[src/rtl/seg7_pkg.sv]
`default_nettype none
// ============================================================================
// Module      : seg7_pkg
// Description : Shared glyph constants, hex-to-segment decode function and
//               parameter legality helpers for the 7-segment scan driver.
// Revision    : 1.0 - initial release
// ============================================================================
package seg7_pkg;

    // Active-low segment patterns, bit order {A,B,C,D,E,F,G}
    localparam logic [6:0] SEG_0     = 7'b0000001;
    localparam logic [6:0] SEG_1     = 7'b1001111;
    localparam logic [6:0] SEG_2     = 7'b0010010;
    localparam logic [6:0] SEG_3     = 7'b0000110;
    localparam logic [6:0] SEG_4     = 7'b1001100;
    localparam logic [6:0] SEG_5     = 7'b0100100;
    localparam logic [6:0] SEG_6     = 7'b0100000;
    localparam logic [6:0] SEG_7     = 7'b0001111;
    localparam logic [6:0] SEG_8     = 7'b0000000;
    localparam logic [6:0] SEG_9     = 7'b0001100;
    localparam logic [6:0] SEG_A     = 7'b0001000;
    localparam logic [6:0] SEG_B     = 7'b1100000;
    localparam logic [6:0] SEG_C     = 7'b0110001;
    localparam logic [6:0] SEG_D     = 7'b1000010;
    localparam logic [6:0] SEG_E     = 7'b0110000;
    localparam logic [6:0] SEG_F     = 7'b0111000;
    localparam logic [6:0] SEG_BLANK = 7'b1111111;
    localparam logic [6:0] SEG_ERR   = 7'b1001001;
    localparam logic [6:0] SEG_ALL   = 7'b0000000;

    // Nibble to glyph; an unknown nibble (X/Z in simulation) falls to ERR
    function automatic logic [6:0] hex_to_seg(input logic [3:0] nib);
        logic [6:0] seg;
        case (nib)
            4'h0:    seg = SEG_0;
            4'h1:    seg = SEG_1;
            4'h2:    seg = SEG_2;
            4'h3:    seg = SEG_3;
            4'h4:    seg = SEG_4;
            4'h5:    seg = SEG_5;
            4'h6:    seg = SEG_6;
            4'h7:    seg = SEG_7;
            4'h8:    seg = SEG_8;
            4'h9:    seg = SEG_9;
            4'hA:    seg = SEG_A;
            4'hB:    seg = SEG_B;
            4'hC:    seg = SEG_C;
            4'hD:    seg = SEG_D;
            4'hE:    seg = SEG_E;
            4'hF:    seg = SEG_F;
            default: seg = SEG_ERR;
        endcase
        return seg;
    endfunction

    // Legal digit count is 1..16
    function automatic bit num_digits_ok(input int n);
        return (n >= 1) && (n <= 16);
    endfunction

    // Each digit must be held for at least two cycles
    function automatic bit refresh_div_ok(input int d);
        return d >= 2;
    endfunction

endpackage : seg7_pkg
`default_nettype wire

[src/rtl/seg7_glyph.sv]
`default_nettype none
// ============================================================================
// Module      : seg7_glyph
// Description : Combinational nibble to active-low 7-segment glyph decoder.
// Revision    : 1.0 - initial release
// ============================================================================
module seg7_glyph
    import seg7_pkg::*;
(
    input  logic [3:0] nibble,
    output logic [6:0] seg
);

    // Pure table lookup through the shared package decoder
    always_comb begin
        seg = hex_to_seg(nibble);
    end

endmodule : seg7_glyph
`default_nettype wire

[src/rtl/seg7_scan_driver.sv]
`default_nettype none
// ============================================================================
// Module      : seg7_scan_driver
// Description : Time-multiplexed N-digit hex driver for a common-anode
//               7-segment bank with enable masking, decimal points,
//               leading-zero blanking and lamp test.
// Revision    : 1.0 - initial release
// ============================================================================
module seg7_scan_driver
    import seg7_pkg::*;
#(
    parameter int NUM_DIGITS  = 8,
    parameter int REFRESH_DIV = 100000,
    parameter int IDX_W       = (NUM_DIGITS > 1) ? $clog2(NUM_DIGITS) : 1
) (
    input  logic                    clk,
    input  logic                    reset,
    input  logic                    load,
    input  logic [4*NUM_DIGITS-1:0] data,
    input  logic [NUM_DIGITS-1:0]   dp_in,
    input  logic [NUM_DIGITS-1:0]   digit_en,
    input  logic                    blank_lz,
    input  logic                    lamp_test,
    output logic [NUM_DIGITS-1:0]   anode,
    output logic [6:0]              disp,
    output logic                    dp,
    output logic [IDX_W-1:0]        digit_idx
);

    localparam int CNT_W = (REFRESH_DIV > 1) ? $clog2(REFRESH_DIV) : 1;

    // Elaboration-time rejection of illegal parameter sets
    if (!num_digits_ok(NUM_DIGITS)) begin : g_bad_num_digits
        $error("seg7_scan_driver: NUM_DIGITS must be 1..16");
    end
    if (!refresh_div_ok(REFRESH_DIV)) begin : g_bad_refresh_div
        $error("seg7_scan_driver: REFRESH_DIV must be >= 2");
    end

    logic [CNT_W-1:0]        r_cnt;
    logic [IDX_W-1:0]        r_idx;
    logic [4*NUM_DIGITS-1:0] r_data;
    logic [NUM_DIGITS-1:0]   r_dp_snap;
    logic [NUM_DIGITS-1:0]   r_en;
    logic [NUM_DIGITS-1:0]   r_anode;
    logic [6:0]              r_disp;
    logic                    r_dp;

    logic                    w_tc;
    logic [NUM_DIGITS-1:0]   w_lz_mask;
    logic [3:0]              w_nib;
    logic                    w_sel_lz;
    logic                    w_sel_dp;
    logic                    w_sel_en;
    logic [6:0]              w_glyph;
    logic [NUM_DIGITS-1:0]   w_anode_nxt;
    logic [6:0]              w_disp_nxt;
    logic                    w_dp_nxt;

    assign w_tc = (r_cnt == CNT_W'(REFRESH_DIV - 1));

    // Refresh counter and digit index; index advances on terminal count
    always_ff @(posedge clk) begin
        if (reset) begin
            r_cnt <= '0;
            r_idx <= '0;
        end else if (w_tc) begin
            r_cnt <= '0;
            if (r_idx == IDX_W'(NUM_DIGITS - 1)) begin
                r_idx <= '0;
            end else begin
                r_idx <= r_idx + 1'b1;
            end
        end else begin
            r_cnt <= r_cnt + 1'b1;
        end
    end

    // Snapshot registers, updated only on the load strobe
    always_ff @(posedge clk) begin
        if (reset) begin
            r_data    <= '0;
            r_dp_snap <= '0;
            r_en      <= '0;
        end else if (load) begin
            r_data    <= data;
            r_dp_snap <= dp_in;
            r_en      <= digit_en;
        end
    end

    // Leading-zero mask: a digit blanks when it and all higher digits are 0;
    // digit 0 is never part of the mask so an all-zero word still shows "0"
    always_comb begin
        logic zero_run;
        zero_run  = 1'b1;
        w_lz_mask = '0;
        for (int i = NUM_DIGITS - 1; i >= 1; i--) begin
            zero_run     = zero_run && (r_data[4*i +: 4] == 4'h0);
            w_lz_mask[i] = zero_run;
        end
    end

    // Select the current digit's nibble and per-digit attributes
    always_comb begin
        w_nib    = 4'h0;
        w_sel_lz = 1'b0;
        w_sel_dp = 1'b0;
        w_sel_en = 1'b0;
        for (int i = 0; i < NUM_DIGITS; i++) begin
            if (r_idx == IDX_W'(i)) begin
                w_nib    = r_data[4*i +: 4];
                w_sel_lz = w_lz_mask[i];
                w_sel_dp = r_dp_snap[i];
                w_sel_en = r_en[i];
            end
        end
    end

    seg7_glyph u_glyph (
        .nibble (w_nib),
        .seg    (w_glyph)
    );

    // Output priority: disabled > lamp test > leading-zero blank > glyph
    always_comb begin
        w_anode_nxt = '1;
        w_disp_nxt  = SEG_BLANK;
        w_dp_nxt    = 1'b1;
        if (w_sel_en) begin
            w_anode_nxt = ~(NUM_DIGITS'(1) << r_idx);
            if (lamp_test) begin
                w_disp_nxt = SEG_ALL;
                w_dp_nxt   = 1'b0;
            end else if (blank_lz && w_sel_lz) begin
                w_disp_nxt = SEG_BLANK;
                w_dp_nxt   = ~w_sel_dp;
            end else begin
                w_disp_nxt = w_glyph;
                w_dp_nxt   = ~w_sel_dp;
            end
        end
    end

    // Anode, segments and DP registered together so they never disagree
    always_ff @(posedge clk) begin
        if (reset) begin
            r_anode <= '1;
            r_disp  <= SEG_BLANK;
            r_dp    <= 1'b1;
        end else begin
            r_anode <= w_anode_nxt;
            r_disp  <= w_disp_nxt;
            r_dp    <= w_dp_nxt;
        end
    end

    assign anode     = r_anode;
    assign disp      = r_disp;
    assign dp        = r_dp;
    assign digit_idx = r_idx;

endmodule : seg7_scan_driver
`default_nettype wire
[config.mk]
export PLATFORM = sky130hd
export DESIGN_NAME = seg7_scan_driver
export DESIGN_NICKNAME = d
export VERILOG_FILES = /design/src/rtl/seg7_pkg.sv /design/src/rtl/seg7_glyph.sv /design/src/rtl/seg7_scan_driver.sv
export SDC_FILE = /design/constraint.sdc
export NUM_CORES = 1
export LEC_CHECK = 0
export CAP_MARGIN = 20
export CORE_ASPECT_RATIO = 0.9
export CORE_MARGIN = 2
export CORE_UTILIZATION = 36
export DETAILED_ROUTE_END_ITERATION = 8
export GPL_ROUTABILITY_DRIVEN = 1
export GPL_TIMING_DRIVEN = 0
export HOLD_SLACK_MARGIN = 0.15
export PLACE_DENSITY_LB_ADDON = 0.05
export RECOVER_POWER = 25
export SYNTH_ARGS = -nofsm -noshare
export SYNTH_HDL_FRONTEND = slang
export SYNTH_SLANG_ARGS = --single-unit
[constraint.sdc]
create_clock -name clk -period 8.92 [get_ports clk]
set_input_delay 2.23 -clock clk [delete_from_list [all_inputs] [get_ports clk]]
set_output_delay 2.23 -clock clk [all_outputs]
set_load 0.02 [all_outputs]
==> impl_metrics.py <==
metrics = {
    "pwr": {
        "p_sw_share_pct": 24.0,
        "p_seq_share_pct": 48.1,
        "power_density_nw_per_um2": 159,
        "p_int_w": 0.000637,
        "combinationalPowerShare_pct": 10.9,
        "p_total_w": 0.000839,
        "ir_drop_mv": 0.0873,
        "p_leak_nw": 2.07,
        "netSwitchingPower_w": 0.000201,
        "power.share.clock_pct": 41.0,
    },
    "grt": {
        "grt_pass1_vias": 3488,
        "met2_usage_pct": 29.5,
        "antenna_found_initial": 0,
        "grt-busiest-layer": "met2",
        "grt_usage_pct": 19.0,
        "gr-usage-met3_pct": 5.18,
        "grt_max_degree": 14,
        "overflow": 0,
        "grt_pass1_wl_mm": 17.9,
        "grt_use_met1_pct": 26.1,
    },
    "cells_and_area": {
        "final_nets": 598,
        "area.sequential_um2": 1680,
        "multi_input_area_um2": 2230,
        "fin_cells": 694,
        "mostFrequentLayoutCells": "dfxtp_1, nor2_1, clkdlybuf4s50_1, mux2i_1, nand2_1",
        "areaGrowthSynthToFinish_pct": 28.2,
        "fin_util_pct": 46.7,
        "drive_gt1_share_pct": 8.55,
        "final_common_cell": "dfxtp_1",
        "fill_cells": 1174,
        "diodes": 0,
    },
    "worst_setup_path": {
        "worstPathRequired_ns": 9.12,
        "critPathKind": "flip-flop to flip-flop",
        "regToRegSetupSlack_ns": 5.13,
        "r2r_cells": 15,
        "r2r_start": "digit_idx[2]$_SDFFE_PP0P_",
        "path_max_fanout": 10,
        "startpoint_type": "flip-flop",
        "crit_arrival_ns": 3.99,
        "endpoint_kind": "flip-flop",
        "timing.rr.end": "disp[2]$_SDFF_PP1_",
    },
    "yosys": {
        "synth_cell_types": 63,
        "syn_inst": 453,
        "yosys_warnings": 0,
        "avgSynthCellArea_um2": 9.08,
        "synth-seq-cells": 84,
        "ys_seq_area_share_pct": 40.9,
        "synth_async_sr_flop_share_pct": 0,
        "netlist_area_um2": 4110,
        "syn_nets": 518,
        "synth_edf_count": 0,
        "ys.flop_type": "dfxtp_1",
    },
    "placed_design": {
        "post-place-ws_ns": 5.11,
        "place.gp.congestion": 0.793,
        "port_buffers": 69,
        "hpwl_mm": 7.99,
        "dp_cells": 678,
    },
    "timing": {
        "worst_slack_ns": 5.13,
        "drv_slew": 0,
        "worst_pin_slew_ns": 0.770,
        "maxSlewHeadroom_pct": 48.6,
        "fin_crit_ns": 3.79,
        "max_freq_mhz": 264,
        "fin_skew_ns": 0.00641,
        "finalSetupTns_ns": 0,
        "fin_crit_sh_pct": 42.5,
        "rsz0062_at_grt": "no",
        "finalSetupViolations": 0,
        "hold_viol_final": 0,
    },
    "cts": {
        "cts.sinks": 84,
        "postCtsHoldBufs": 0,
        "cts_resized": 0,
        "cts_max_path_buffers": 2,
        "path_clk_slew_ns": 0.06,
        "htreeDepth": 3,
        "cts_buffers": 9,
        "root_buffer": "clkbuf_16",
        "post-cts-setup-buffers": 0,
        "cts_tree": "built",
        "worstSkewPairLatency_ns": 0.34,
    },
    "routing": {
        "drtAntennaViolNets": 0,
        "routedWlPerCell_um": 15.6,
        "drt_iter0_drc": 159,
        "dr.pass1.iters": 4,
        "routed_wl_mm": 10.9,
        "viasPerCell": 5.08,
        "drcViolationCount": 0,
        "num_vias": 3525,
    },
    "floorplanning": {
        "die_y_um": 105,
        "coreArea_um2": 11300,
        "rows": 37,
        "die_w_um": 117,
        "die-area_um2": 12300,
        "start_util_pct": 36.4,
        "io_pins": 72,
    },
    "worst_hold_path": {
        "hold_class": "flip-flop to flip-flop",
        "min_from": "r_cnt[0]$_SDFF_PP0_",
        "whs_path_depth": 1,
        "min_to": "r_cnt[0]$_SDFF_PP0_",
    },
    "run": {
        "maxCapViolCount": 0,
    },
    "status": {
        "status": "finished clean",
    },
}
-- cell usage after synthesis, types with 5 or more instances --
cell / count / area, um2
inv_1: 16 / 60.1
xor2_1: 10 / 87.6
nor2_1: 79 / 297
o211ai_1: 5 / 37.5
o21ai_1: 5 / 25.0
nand2_1: 26 / 97.6
a21oi_2: 5 / 43.8
nor3_1: 7 / 35.0
xnor2_1: 5 / 43.8
a21oi_1: 14 / 70.1
nand3_1: 20 / 100
clkbuf_1: 11 / 41.3
dfxtp_1: 84 / 1680
nor2b_1: 7 / 43.8
o21ai_0: 8 / 40.0
buf_2: 9 / 45.0
ha_1: 12 / 150
nor4_1: 8 / 50.1
mux2i_1: 50 / 500
-- critical path, cell delays in order, from the launching register on --
cell      delay [ns]
dfxtp_1         0.54
buf_4           0.26
clkinv_1        0.29
ha_1            0.41
buf_2           0.23
nor2_1          0.20
o211ai_1        0.14
nand4_1         0.17
and3_1          0.30
inv_1           0.11
ha_1            0.20
inv_1           0.16
o221a_2         0.21
a41oi_1         0.04
a211oi_1        0.30
o21ai_1         0.09
-- layer usage --
layer  up-vias  part of all wire, %
li1       1761                    -
met4         0                  1.8
met3        18                  3.6
met5         -                    0
met1      1678                   50
met2        68                   44
-- how the worst max path moves through the flow --
| stage | from | endpoint | slack, ns | cells after the start |
|---|---|---|---|---|
| 4_1_cts | digit_idx[2]$_SDFFE_PP0P_ | digit_idx[2] | 5.13 | 1 |
| 2_1_floorplan | load | r_data[11]$_SDFFE_PP0P_ | 5.46 | 5 |
| 6_report | digit_idx[2]$_SDFFE_PP0P_ | disp[2]$_SDFF_PP1_ | 5.13 | 15 |
| 3_5_place_dp | load | r_data[30]$_SDFFE_PP0P_ | 5.11 | 5 |
| 5_1_grt | digit_idx[2]$_SDFFE_PP0P_ | disp[2]$_SDFF_PP1_ | 4.81 | 15 |
| 3_3_place_gp | load | r_data[22]$_SDFFE_PP0P_ | 5.15 | 5 |
-- cells by family (layout without fill, tap and decap cells) --
kind of cell	count (synthesis)	after routing	synth area share, %
and+or+nand+nor	174	174	20.5
AOI/OAI and AO/OA	75	75	14.7
adders and majority gates	12	12	3.65
DFF	84	84	40.9
muxes	50	50	12.2
xor gates and xnor gates	15	15	3.20
buffers and inverters	43	128	4.93
-- through the flow --
step                      hold slack, ns  area, um2
after floorplan                    0.426       4110
after global placement             0.444       5000
after detailed placement           0.452       5000
after CTS                          0.465       5270
after global routing               0.506       5270
final                              0.458       5270
-- area by class of cell --
type                    count  share of cell area, %
clock inverters             3                  0.427
clock buffers              13                   4.75
repair buffers             69                   13.1
multi-input cells         326                   42.3
inverters                  17                   1.21
plain buffers              26                   2.64
well taps                 156                   3.70
flip-flops and latches     84                   31.9
-- power groups by stage --
stage / Combinational [W] / Clock (W) / Sequential, W
final: 0.0000916 / 0.000344 / 0.000403
after global routing: 0.000100 / 0.000372 / 0.000405
after CTS: 0.0000925 / 0.000352 / 0.000403
after detailed placement: 0.0000920 / 0 / 0.000411
after global placement: 0.0000912 / 0 / 0.000411
after floorplan: 0.0000523 / 0 / 0.000409
-- registers in the layout (all words and copies together) (netlist names) --
name       flops
r_data        32
r_cnt         17
anode          8
r_dp_snap      8
r_en           8
disp           7
digit_idx      3
dp             1
(Power assumes the default switching activity.)
